==> config.mk <==
export PLATFORM = sky130hd
export DESIGN_NAME = mem_writeback
export DESIGN_NICKNAME = d
export VERILOG_FILES = /design/src/rtl/mem_pkg.sv /design/src/rtl/mem_writeback_load_align.sv /design/src/rtl/mem_writeback.sv
export SDC_FILE = /design/constraint.sdc
export NUM_CORES = 1
export LEC_CHECK = 0
export ABC_AREA = 1
export BUFFER_PORTS_ARGS = -buffer_cell sky130_fd_sc_hd__buf_2
export CAP_MARGIN = 20
export CELL_PAD_IN_SITES_DETAIL_PLACEMENT = 2
export CELL_PAD_IN_SITES_GLOBAL_PLACEMENT = 2
export CORE_MARGIN = 4
export CORE_UTILIZATION = 27
export CTS_BUF_LIST = sky130_fd_sc_hd__clkbuf_8
export CTS_CLUSTER_SIZE = 28
export DETAILED_ROUTE_END_ITERATION = 7
export PLACE_DENSITY_LB_ADDON = 0.1
export SKIP_LAST_GASP = 1
export SLEW_MARGIN = 0
export SYNTH_ARGS = -nofsm -noshare
export SYNTH_HDL_FRONTEND = slang
export SYNTH_SLANG_ARGS = --single-unit
==> constraint.sdc <==
create_clock -name clk -period 3.9 [get_ports clk]
set_clock_uncertainty 0.1 [all_clocks]
set_input_delay 0.39 -clock clk [delete_from_list [all_inputs] [get_ports clk]]
set_output_delay 0.39 -clock clk [all_outputs]
set_load 0.01 [all_outputs]
==> src/rtl/mem_pkg.sv <==
// Shared uop codes, FSM state constants and memory-access helpers for mem_writeback.
package mem_pkg;

  // Execute-stage groups 000/001/010 are ALU ops that write RD1 back; 011 is branch.
  localparam logic [2:0] GRP_BRANCH = 3'b011;
  localparam logic [2:0] GRP_LOAD   = 3'b101;
  localparam logic [2:0] GRP_STORE  = 3'b110;

  localparam logic [5:0] UOP_LB  = 6'b101_000;
  localparam logic [5:0] UOP_LH  = 6'b101_001;
  localparam logic [5:0] UOP_LW  = 6'b101_010;
  localparam logic [5:0] UOP_LBU = 6'b101_100;
  localparam logic [5:0] UOP_LHU = 6'b101_101;
  localparam logic [5:0] UOP_SB  = 6'b110_000;
  localparam logic [5:0] UOP_SH  = 6'b110_001;
  localparam logic [5:0] UOP_SW  = 6'b110_010;

  // Access size lives in the low two bits of every memory uop.
  localparam logic [1:0] SZ_B = 2'b00;
  localparam logic [1:0] SZ_H = 2'b01;

  localparam logic [0:0] IDLE = 1'b0;
  localparam logic [0:0] BUSY = 1'b1;

  function automatic logic is_load(input logic [5:0] uop);
    return (uop == UOP_LB) || (uop == UOP_LH) || (uop == UOP_LW) ||
           (uop == UOP_LBU) || (uop == UOP_LHU);
  endfunction

  function automatic logic is_store(input logic [5:0] uop);
    return (uop == UOP_SB) || (uop == UOP_SH) || (uop == UOP_SW);
  endfunction

  function automatic logic is_alu(input logic [5:0] uop);
    return uop[5:3] < GRP_BRANCH;
  endfunction

  function automatic logic misaligned(input logic [5:0] uop, input logic [1:0] lo);
    return ((uop[1:0] == SZ_H) && lo[0]) || ((uop[1:0] == 2'b10) && (lo != 2'b00));
  endfunction

  function automatic logic [3:0] byte_en(input logic [5:0] uop, input logic [1:0] lo);
    case (uop[1:0])
      SZ_B:    return 4'b0001 << lo;
      SZ_H:    return lo[1] ? 4'b1100 : 4'b0011;
      default: return 4'b1111;
    endcase
  endfunction

endpackage

==> src/rtl/mem_writeback_load_align.sv <==
// Load lane select and sign/zero extension for mem_writeback.
module load_align
  import mem_pkg::*;
#(
  parameter int W_PD_DATA = 32,
  parameter int W_PD_UOPS = 6
) (
  input  logic [W_PD_DATA-1:0] rdata,
  input  logic [1:0]           addr_lo,
  input  logic [W_PD_UOPS-1:0] uop,
  output logic [W_PD_DATA-1:0] data
);

  logic [7:0]  b;
  logic [15:0] h;
  logic        sx;

  always_comb begin
    case (addr_lo)
      2'd0:    b = rdata[7:0];
      2'd1:    b = rdata[15:8];
      2'd2:    b = rdata[23:16];
      default: b = rdata[31:24];
    endcase
    h  = addr_lo[1] ? rdata[31:16] : rdata[15:0];
    // LBU/LHU carry bit 2 set; everything else in the load group sign-extends.
    sx = (uop[5:3] == GRP_LOAD) && !uop[2];
    case (uop[1:0])
      SZ_B:    data = {{(W_PD_DATA-8){sx & b[7]}}, b};
      SZ_H:    data = {{(W_PD_DATA-16){sx & h[15]}}, h};
      default: data = rdata;
    endcase
  end

endmodule

==> src/rtl/mem_writeback.sv <==
// Memory/writeback stage: load/store over req/ack, register writeback, upstream stall.
// Optional MEM_MISALIGN_TRAP_EN adds DFO_exc/DFO_exc_addr and suppresses misaligned accesses.
//
// state | meaning
// IDLE  | accepting uops; non-memory uops retire in one cycle
// BUSY  | memory request outstanding, upstream stalled until DMI_ack
module mem_writeback
  import mem_pkg::*;
#(
  parameter int W_PD_DATA = 32,
  parameter int W_AA_DATA = 32,
  parameter int W_PD_UOPS = 6,
  parameter int W_RD_IDX  = 5
) (
  input  logic                 clk,
  input  logic                 rst,
  input  logic                 DFI_valid,
  output logic                 DFO_ready,
  input  logic [W_PD_UOPS-1:0] DFI_PD_uops,
  input  logic [W_PD_DATA-1:0] DFI_PD_RD1,
  input  logic [W_PD_DATA-1:0] DFI_PD_rt,
  input  logic [W_RD_IDX-1:0]  DFI_RD_idx,
  output logic                 DMO_req,
  output logic                 DMO_we,
  output logic [W_AA_DATA-1:0] DMO_addr,
  output logic [3:0]           DMO_be,
  output logic [W_PD_DATA-1:0] DMO_wdata,
  input  logic                 DMI_ack,
  input  logic [W_PD_DATA-1:0] DMI_rdata,
  output logic                 DFO_WB_en,
  output logic [W_RD_IDX-1:0]  DFO_WB_idx,
  output logic [W_PD_DATA-1:0] DFO_WB_data
`ifdef MEM_MISALIGN_TRAP_EN
  ,
  output logic                 DFO_exc,
  output logic [W_AA_DATA-1:0] DFO_exc_addr
`endif
);

  logic [0:0]           state;
  logic [W_PD_UOPS-1:0] uop_q;
  logic [1:0]           lo_q;
  logic [W_RD_IDX-1:0]  idx_q;
  logic [W_PD_DATA-1:0] ld_data;
  logic [W_PD_DATA-1:0] st_wdata;
  logic                 xfer, mem_op, misal;

  assign DFO_ready = (state == IDLE);
  assign xfer      = DFI_valid & DFO_ready;
  assign mem_op    = is_load(DFI_PD_uops) | is_store(DFI_PD_uops);

`ifdef MEM_MISALIGN_TRAP_EN
  assign misal = misaligned(DFI_PD_uops, DFI_PD_RD1[1:0]);
`else
  assign misal = 1'b0;
`endif

  always_comb begin
    case (DFI_PD_uops[1:0])
      SZ_B:    st_wdata = {4{DFI_PD_rt[7:0]}};
      SZ_H:    st_wdata = {2{DFI_PD_rt[15:0]}};
      default: st_wdata = DFI_PD_rt;
    endcase
  end

  load_align #(.W_PD_DATA(W_PD_DATA), .W_PD_UOPS(W_PD_UOPS)) u_load_align (
    .rdata   (DMI_rdata),
    .addr_lo (lo_q),
    .uop     (uop_q),
    .data    (ld_data)
  );

  always_ff @(posedge clk or posedge rst) begin
    if (rst) begin
      state       <= IDLE;
      DMO_req     <= 1'b0;
      DMO_we      <= 1'b0;
      DMO_addr    <= '0;
      DMO_be      <= '0;
      DMO_wdata   <= '0;
      DFO_WB_en   <= 1'b0;
      DFO_WB_idx  <= '0;
      DFO_WB_data <= '0;
      uop_q       <= '0;
      lo_q        <= '0;
      idx_q       <= '0;
    end else begin
      DFO_WB_en <= 1'b0;
      case (state)
        IDLE: begin
          if (xfer && mem_op && !misal) begin
            state     <= BUSY;
            DMO_req   <= 1'b1;
            DMO_we    <= is_store(DFI_PD_uops);
            DMO_addr  <= {DFI_PD_RD1[W_AA_DATA-1:2], 2'b00};
            DMO_be    <= byte_en(DFI_PD_uops, DFI_PD_RD1[1:0]);
            DMO_wdata <= is_store(DFI_PD_uops) ? st_wdata : '0;
            uop_q     <= DFI_PD_uops;
            lo_q      <= DFI_PD_RD1[1:0];
            idx_q     <= DFI_RD_idx;
          end else if (xfer && is_alu(DFI_PD_uops)) begin
            DFO_WB_en   <= (DFI_RD_idx != '0);
            DFO_WB_idx  <= DFI_RD_idx;
            DFO_WB_data <= DFI_PD_RD1;
          end
        end
        default: begin
          if (DMI_ack) begin
            state   <= IDLE;
            DMO_req <= 1'b0;
            if (is_load(uop_q) && (idx_q != '0)) begin
              DFO_WB_en   <= 1'b1;
              DFO_WB_idx  <= idx_q;
              DFO_WB_data <= ld_data;
            end
          end
        end
      endcase
    end
  end

`ifdef MEM_MISALIGN_TRAP_EN
  always_ff @(posedge clk or posedge rst) begin
    if (rst) begin
      DFO_exc      <= 1'b0;
      DFO_exc_addr <= '0;
    end else begin
      DFO_exc <= xfer && mem_op && misal;
      if (xfer && mem_op && misal) DFO_exc_addr <= DFI_PD_RD1[W_AA_DATA-1:0];
    end
  end
`endif

endmodule

==> results by group, run 1 <==
Timing
  • Period minus WS final: around 2.8 ns
  • Headroom to the max-slew limit: 35.5%
  • Fin. max-slew vios: 0
  • Fin Hold WS: ~0.028 ns
  • Total negative slack: 0 ns
  • RSZ-0062 raised after global routing: no
  • Fin. Hold Viols: 0
  • Max frequency: about 0.35 GHz
  • Final period util: ~73%
  • Worst setup margin: roughly 1.1 ns
  • Count of final setup violators: 0
  • Least-Margin Pin Slew: slightly below 1 ns

Clocking
  • Clk Latency, worst-skew pair: 0.43 ns
  • Num CTS Buffers: 17
  • CTS tree: yes
  • Setup fix buffers added after clock tree synthesis: 0
  • Clock buffer depth: 2
  • Clock transition at the registers of the reported paths: approximately 0.080 ns
  • H-tree levels: 4
  • Total clock sinks: 120
  • Hold buffers post-CTS: 0
  • CTS root buffer: clkbuf_8
  • Post-CTS sizing: 0

Synth
  • Top post-synthesis cells by area: dfrtp_1 51%, nand2_1 20%, o21ai_0 6.7%
  • Synth Area in Adders: 0%
  • Seq/Total Area, Yosys: roughly 50%
  • Syn Std Cell Area: roughly 6000 µm²
  • Register bit total from synthesis: 120
  • Main synth FF type: dfrtp_1
  • Ys async rst share: 100%
  • Simple-gate share of the synthesized area: 27.4%
  • Largest family of logic cells by synthesized area: simple AND/OR/NAND/NOR gates
  • Distinct cell type count after synthesis: 31
  • Fraction of synthesized area in multiplexers: 0%
  • Top cell type by total area after synthesis: dfrtp_1
  • Post-synthesis compound-gate area fraction: a little over an eighth
  • Mapped Cells: about 790
  • Synthesis Warnings: 0
  • Post-synth EDFFs: 0
  • Area share of the largest cell type after synthesis: about half
  • Syn_area_per_cell: ~7.5 µm²
  • Synth Area in XOR/XNOR: 0%

Final layout
  • Layout cells sized above 1: a little over a quarter
  • Post-route cell area: 7580 µm²
  • Area growth, synth to finish: 27.7%
  • Ant. Diodes: 0
  • # nets final: ~1100
  • # fillers: about 2600

Detailed routing
  • Vias: between 5000 and 6000
  • Routed Antenna Nets: 0
  • DRT Pass-1 Iters: 4
  • Routed WL: about 23000 µm
  • DRC: 0
  • DR iter-0 viols: 172
  • Routed vias/inst: 4.64
  • WL per Instance: ~18 µm

Setup path
  • CP Capture Type: register
  • CP required: ~4.1 ns
  • Critical Path AT: around 3.0 ns
  • Critical Path Fanout Max: 87
  • Worst Setup Start Kind: register
  • WS Path Type: reg -> reg

Placement
  • RePlAce Congestion: about 0.77
  • Area after DPL: 7170 µm²
  • HPWL after DPL: between 15000 and 20000 µm
  • PortBufs: around 220
  • Worst slack at placement: 0.930 ns

Die
  • Die Wd: around 160 µm
  • Die Area: approximately 24000 µm²
  • Die height: between 150 and 200 µm
  • Total I/O pin count: 220
  • Num rows: 53
  • Initial Util: roughly 28%
  • Core ar.: 21400 µm²

Power and ir drop
  • Net Switching: between 1000 and 1500 µW
  • Reg power frac: approximately two fifths
  • Switch share: 36.2%
  • Leak: ~0.0043 µW
  • Total power per unit cell area: approximately 550 nW/µm²
  • Logic pwr share: between 20% and 30%
  • VDD IR max: roughly 0.00021 V
  • Total power: roughly 4100 µW
  • Clock power share: between 20% and 30%
  • Pint: between 2000 and 3000 µW

Global route
  • Gr ovfl total: 0
  • First-pass GRT wire length: about 35000 µm
  • Global-route met3 utilization: approximately 5.5%
  • Met2 Usage GRT: between 30% and 40%
  • Most Crowded Layer GR: met2
  • Initial antenna violation count: 1
  • Pin count of the biggest net entering global routing: 100
  • Tot GR Track Use: a little under a fifth
  • Met1 usage: a little under a quarter
  • Number of global-route vias before repair: between 6000 and 7000

Run status
  • Outcome: finished, final reports clean

Flow run
  • Total of max-cap violations: 0

Worst hold path
  • Hold Path Class: in -> async
cells in the final DEF (no fill, tap or decap), drive strengths merged:
cell / instances
a21oi: 47
a31oi: 2
and2: 1
buf: 222
bufinv: 3
clkbuf: 18
clkinv: 4
clkinvlp: 4
conb: 2
dfrtp: 120
inv: 70
nand2: 325
nand3: 41
nand4: 1
nor2: 35
nor4: 1
o211ai: 6
o21ai: 88
o21bai: 1
o22ai: 9
or2: 1
routing by layer:
layer,vias to the layer above,part of all wire [%]
met4,2,1.1
met5,-,0.035
met3,15,6.4
met2,146,49
li1,2896,-
met1,2866,43
metrics by stage:
| step | std cells | utilization (%) |
|---|---|---|
| 6_report | 1276 | 35.5 |
| 5_1_grt | 1276 | 35.5 |
| 2_1_floorplan | 792 | - |
| 3_5_place_dp | 1244 | 33.6 |
| 4_1_cts | 1276 | 35.5 |
| 3_3_place_gp | 1244 | 33.6 |
Yosys cell counts (2+ instances only):
cell type,count
a31oi_1,2
buf_2,13
o22ai_1,9
o21ai_1,9
buf_4,5
nand2_1,321
dfrtp_1,120
buf_6,5
clkbuf_1,21
nor2_1,34
o211ai_1,6
nand3_1,39
inv_2,3
o21ai_0,79
a21oi_1,46
nand2_4,2
inv_1,62
nand2_2,2
final cells by class:
cell class                 instances  area [µm²]  area share [%]
inverter                          67         259            3.42
sequential                       120        3000            39.6
multi-input combinational        560        2440            32.2
clock inverter                    14         159            2.10
tap                              275         344            4.54
timing repair buffer             222        1120            14.8
clock buffer                      18         248            3.27
cell families after synthesis:
| kind of cell | count (synthesis) |
|---|---|
| flip-flops | 120 |
| buffers and inverters | 112 |
| AO/OA/AOI/OAI | 153 |
| other | 1 |
| AND/OR/NAND/NOR | 405 |
registers in the layout (all words and copies together) (netlist names):
| signal | cells |
|---|---|
| state | 1 |
| DMO_req | 1 |
| uop_q | 6 |
| DMO_be | 4 |
| DMO_addr | 30 |
| DMO_wdata | 32 |
| idx_q | 5 |
| lo_q | 2 |
| DMO_we | 1 |
| DFO_WB_idx | 5 |
| DFO_WB_data | 32 |
| DFO_WB_en | 1 |
final timing paths:
check	from	end	slack (ns)	cells after the start
max in group asynchronous	rst	DMO_wdata[30]	2.80	3
setup reg to reg	state	DMO_be[2]	1.06	10
min in group clk	DFI_PD_RD1[13]	DMO_addr[13]	0.08	3
hold / removal	rst	DMO_wdata[20]	0.03	2
hold reg to reg	DMO_addr[8]	DMO_addr[8]	0.37	2
setup / recovery	state	DMO_be[2]	1.06	10
critical path, cell delays in order (launching register included):
cell and delay, ns:
dfrtp_1 0.61, inv_4 0.06, nand2_2 0.11, nor2_4 0.06, nand2_4 0.21, nand2_4 0.28, inv_2 0.15, buf_4 0.68
nor2_1 0.16, o21ai_0 0.13, nand3_1 0.09
power by group through the flow:
stage | Clock (µW) | Sequential [µW] | Combinational [µW]
global route | 1290 | 1780 | 1380
finish | 1190 | 1740 | 1210
detailed placement | 0 | 1760 | 1250
floorplan | 0 | 1850 | 574
global placement | 0 | 1760 | 1200
CTS | 1220 | 1740 | 1250
Power figures use the tool's default switching activity.
==> run 2: changes to the inputs <==
--- a/config.mk
+++ b/config.mk
@@ -11,7 +11,7 @@
 export CELL_PAD_IN_SITES_DETAIL_PLACEMENT = 2
 export CELL_PAD_IN_SITES_GLOBAL_PLACEMENT = 2
 export CORE_MARGIN = 4
-export CORE_UTILIZATION = 27
+export CORE_UTILIZATION = 25
 export CTS_BUF_LIST = sky130_fd_sc_hd__clkbuf_8
 export CTS_CLUSTER_SIZE = 28
 export DETAILED_ROUTE_END_ITERATION = 7
==> constraint.sdc (replaced) <==
create_clock -name clk -period 2.3 [get_ports clk]
set_clock_uncertainty 0.1 [all_clocks]
set_input_delay 0.23 -clock clk [delete_from_list [all_inputs] [get_ports clk]]
set_output_delay 0.23 -clock clk [all_outputs]
set_load 0.01 [all_outputs]
==> results by group, run 2 (same netlist as run 1, synthesis figures left out) <==
Die
  • Core ar.: 23400 µm²
  • Total I/O pin count: 220
  • Die height: 162 µm
  • Die Area: approximately 26000 µm²
  • Initial Util: ~25%
  • Die Wd: 162 µm
  • Num rows: 56

Timing
  • Headroom to the max-slew limit: between 50% and 60%
  • Least-Margin Pin Slew: between 0.7 and 0.8 ns
  • RSZ-0062 raised after global routing: no
  • Fin. max-slew vios: 0
  • Fin. Hold Viols: 0
  • Total negative slack: 0 ns
  • Max frequency: roughly 0.47 GHz
  • Final period util: just over 90%
  • Period minus WS final: roughly 2.1 ns
  • Fin Hold WS: roughly 0.036 ns
  • Worst setup margin: between 0.15 and 0.2 ns
  • Count of final setup violators: 0

Global route
  • Tot GR Track Use: a little under a fifth
  • Number of global-route vias before repair: 7140
  • First-pass GRT wire length: 39300 µm
  • Pin count of the biggest net entering global routing: 70
  • Gr ovfl total: 0
  • Initial antenna violation count: 0

Power and ir drop
  • Total power: roughly 7000 µW
  • Leak: roughly 0.0046 µW
  • Total power per unit cell area: about 840 nW/µm²
  • VDD IR max: around 0.00027 V

Final layout
  • # fillers: roughly 2800
  • Most common cell after layout, fill and taps aside: nand2_1
  • Area growth, synth to finish: 41.7%
  • Layout cells sized above 1: approximately 26%
  • Most frequent cells in the layout: 321 x nand2_1, 217 x buf_2, 120 x dfrtp_1, 79 x o21ai_0, 68 x dlygate4sd3_1
  • # nets final: approximately 1200
  • Largest registers: DFO_WB_data: 32 flops, DMO_wdata: 32 flops, DMO_addr: 30 flops

Detailed routing
  • DRC: 0
  • Vias: between 6000 and 7000
  • WL per Instance: around 18 µm
  • DR iter-0 viols: around 160
  • Routed WL: ~25000 µm
  • Routed vias/inst: approximately 4.5
  • DRT Pass-1 Iters: 4
  • Routed Antenna Nets: 0

Setup path
  • CP required: 1.97 ns
  • CP Capture Type: output port
  • Critical Path AT: approximately 1.8 ns
  • Worst Path Buf+Inv: 3
  • Slowest CP cell: buf_4
  • Reg-to-Reg Start: uop_q[0]
  • R2r endpoint: DFO_WB_data[27]
  • R2R Setup Slk: between 0.3 and 0.4 ns
  • R2R cell count: 9
  • Worst Setup Start Kind: register
  • Delay-heaviest family, CP: buffers and inverters
  • WS Path Type: reg -> out
  • Crit path largest cell delay: between 0.5 and 0.6 ns
  • Worst path cell trace: inv_4 > buf_4 > buf_2
  • Critical Path Fanout Max: approximately 70

Clocking
  • H-tree levels: 4
  • Hold buffers post-CTS: 68
  • Num CTS Buffers: 17
  • Clock transition at the registers of the reported paths: ~0.090 ns
  • Post-CTS sizing: 0
  • Total clock sinks: 120
  • Clock buffer depth: 2
  • Clk Latency, worst-skew pair: ~0.45 ns
  • CTS root buffer: clkbuf_8
  • Setup fix buffers added after clock tree synthesis: 0
  • CTS tree: yes

Worst hold path
  • Hold Path Depth: 3
  • Worst hold endpoint: DMO_wdata[29]
  • Hold Path Class: in -> reg
  • HP Start: DFI_PD_rt[29]

Placement
  • HPWL after DPL: roughly 18000 µm
  • RePlAce Congestion: a little under 0.8
  • PortBufs: 217
  • Worst slack at placement: between 0.2 and 0.3 ns

Run status
  • Outcome: finished, final reports clean

Flow run
  • Total of max-cap violations: 0
-- run 2: changes by cell type in the layout (fill, tap and decap cells not counted), moves of 2 or more --
cell and change:
buf_12 +3, buf_4 +9, bufinv_16 -2, clkinv_4 +2
clkinvlp_4 +3, dlygate4sd3_1 +68, inv_1 -2
-- run 2: worst min-delay path, delay by kind of cell --
family	cells	cell delay [ns]
compound gates	2	0.24
buf+inv	1	0.08
-- run 2: worst max-delay path by stage --
stage	from	endpoint	slack, ns	cells past startpoint
after CTS	state	DFO_ready	0.11	3
final	state	DFO_ready	0.17	3
after global placement	DFI_PD_uops[0]	DMO_be[2]	0.35	11
after global routing	state	DFO_ready	0.04	3
after floorplan	rst	DFO_WB_data[0]	0.50	1
after detailed placement	DFI_PD_uops[0]	DMO_be[3]	0.26	11
-- run 2: cell type report --
cell class | count | area, µm² | area share, %
antenna | 1 | 2.50 | 0.0297
clock buffer | 18 | 248 | 2.95
clock inverter | 14 | 128 | 1.52
inverter | 67 | 258 | 3.06
multi-input combinational | 560 | 2440 | 29.0
sequential | 120 | 3000 | 35.7
tap | 319 | 399 | 4.74
timing repair buffer | 302 | 1930 | 23.0
-- run 2: per-stage QoR --
step / utilization [%] / instance area (µm²) / std cells
final: 35.9 / 8410 / 1401
after global routing: 35.9 / 8410 / 1400
after CTS: 35.9 / 8410 / 1400
after detailed placement: 31.4 / 7350 / 1300
after global placement: 31.4 / 7350 / 1300
after floorplan: - / 5940 / 792
-- run 2: metal layers --
layer  track usage [%]  part of all wire [%]  vias up
met5                 0                     0        -
met4              3.69                  0.78        0
met3              5.25                   5.8       14
met2              34.1                    51      165
met1              23.4                    42     3104
li1                  -                     -     3051
-- run 2: power breakdown --
group          leakage (µW)  internal, µW  switching (µW)
logic               0.00291           873            1370
clock network      0.000175           885             985
registers           0.00151          2620             304
total               0.00460          4380            2650
==> run 3: changes to the inputs <==
==> constraint.sdc (replaced) <==
create_clock -name clk -period 2.3 [get_ports clk]
set_clock_uncertainty 0.1 [all_clocks]
set_input_delay 0.23 -clock clk [delete_from_list [all_inputs] [get_ports clk]]
set_output_delay 0.23 -clock clk [all_outputs]
set_load 0.02 [all_outputs]
==> results by group, run 3 (same netlist as run 1, synthesis figures left out) <==
Run status
  • Outcome: finished, final reports clean

Clocking
  • CTS root buffer: clkbuf_8
  • H-tree levels: 4
  • Num CTS Buffers: 17
  • Setup fix buffers added after clock tree synthesis: 0
  • Total clock sinks: between 100 and 150
  • CTS tree: yes
  • Clock transition at the registers of the reported paths: around 0.080 ns
  • Clock buffer depth: 2
  • Clk Latency, worst-skew pair: about 0.44 ns

Worst hold path
  • Hold Path Class: in -> reg

Setup path
  • Critical Path Fanout Max: between 60 and 70
  • CP Capture Type: output port
  • WS Path Type: reg -> out
  • CP required: 1.97 ns
  • Critical Path AT: ~1.7 ns
  • Worst Setup Start Kind: register

Detailed routing
  • DR iter-0 viols: 152
  • Routed WL: ~24000 µm
  • Vias: around 6300
  • Met2 wire len: approximately 12000 µm
  • DRC: 0
  • WL per Instance: 17.5 µm
  • Topmost layer with routed signal wires: met5
  • Met3 routed WL: 1460 µm
  • Met1 wire length: about 10000 µm
  • Routed vias/inst: 4.53
  • Routed Antenna Nets: 0
  • DRT Pass-1 Iters: 4

Die
  • Die Wd: approximately 160 µm
  • Initial Util: between 20% and 30%
  • Num rows: 56
  • Die Area: 26300 µm²
  • Die height: 162 µm
  • Total I/O pin count: 220
  • Core ar.: about 23000 µm²

Final layout
  • # nets final: roughly 1200
  • Largest registers: DFO_WB_data: 32 flops, DMO_wdata: 32 flops, DMO_addr: 30 flops
  • Area growth, synth to finish: 41.2%
  • Most frequent cells in the layout: 321 x nand2_1, 217 x buf_2, 120 x dfrtp_1, 79 x o21ai_0, 62 x dlygate4sd3_1
  • # fillers: 2808
  • Post-route cell area: between 8000 and 9000 µm²
  • Most common cell after layout, fill and taps aside: nand2_1
  • Layout cells sized above 1: approximately a quarter

Timing
  • Period minus WS final: 2.00 ns
  • Worst setup margin: 0.303 ns
  • Fin. max-slew vios: 0
  • Headroom to the max-slew limit: a little over half
  • Max frequency: ~0.50 GHz
  • Count of final setup violators: 0
  • Least-Margin Pin Slew: 0.706 ns
  • Final period util: between 80% and 90%
  • Fin. Hold Viols: 0
  • Total negative slack: 0 ns
  • RSZ-0062 raised after global routing: no

Global route
  • Tot GR Track Use: between 10% and 20%
  • Pin count of the biggest net entering global routing: between 100 and 150
  • Initial antenna violation count: 2
  • Number of global-route vias before repair: between 7000 and 8000
  • First-pass GRT wire length: 39000 µm
  • Gr ovfl total: 0

Flow run
  • Total of max-cap violations: 0

Power and ir drop
  • Leak: 0.00461 µW
  • Total power per unit cell area: between 900 and 1000 nW/µm²
  • VDD IR max: between 0.0003 and 0.0004 V

Placement
  • RePlAce Congestion: 0.789
  • Worst slack at placement: roughly 0.26 ns
  • HPWL after DPL: approximately 17000 µm
  • Area after DPL: around 7300 µm²
  • PortBufs: about 220
-- run 3: cell types whose count changed in the layout (fill, tap and decap cells not counted), sizes merged --
cell,delta
buf,-2
bufinv,+3
dlygate4sd3,-6
clkinv,+2
clkbuf,-1
clkinvlp,-5
-- run 3: repair_timing --
action	CTS	global route
hold buffers	62	0
endpoints found under the hold margin	189	0
setup endpoints to repair	0	1
resized for setup	0	1
-- run 3: layer usage --
layer | GRT usage [%] | vias up
met2 | 32.7 | 170
li1 | - | 3045
met1 | 23.0 | 3073
met3 | 5.10 | 19
met5 | 0 | -
met4 | 4.69 | 2
-- run 3: through the flow --
step | utilization [%] | total power (µW) | hold slack [ns] | instances
CTS | 35.8 | 7810 | 0.00300 | 1391
global route | 35.8 | 8210 | 0.00507 | 1392
floorplan | - | 4460 | 0.247 | 792
global placement | 31.3 | 5440 | 0.353 | 1298
detailed placement | 31.3 | 5500 | 0.357 | 1298
finish | 35.8 | 7650 | 0.0250 | 1392
-- run 3: cell type report --
type                    count  area, µm²  share of cell area, %
clock inverters            14        199                   2.37
inverters                  67        258                   3.07
clock buffers              17        234                   2.79
flip-flops and latches    120       3000                   35.8
diodes                      1       2.50                 0.0298
repair buffers            294       1850                   22.0
multi-input cells         560       2440                   29.1
well taps                 319        399                   4.76
-- run 3: worst max-delay path, cell delays in order (launching register included) --
cell     delay, ns
dfrtp_1       0.42
inv_4         0.08
buf_6         0.41
buf_2         0.27
-- run 3: report_power, final --
part | total (µW) | switching (µW) | internal (µW)
Clock | 2160 | 971 | 1190
Combinational | 2570 | 1710 | 866
Sequential | 2920 | 293 | 2620
-- run 3: worst paths after layout --
check                              start         endpoint  slack [ns]  cells past startpoint
setup / recovery                   state        DFO_ready        0.30                      3
setup reg to reg                uop_q[0]  DFO_WB_data[30]        0.33                      9
max in group asynchronous            rst  DFO_WB_data[18]        1.15                      4
hold reg to reg             DMO_addr[10]     DMO_addr[10]        0.37                      2
min in group asynchronous            rst    DMO_wdata[16]        0.40                      4
hold / removal             DFI_PD_RD1[1]   DFO_WB_data[1]        0.02                      5
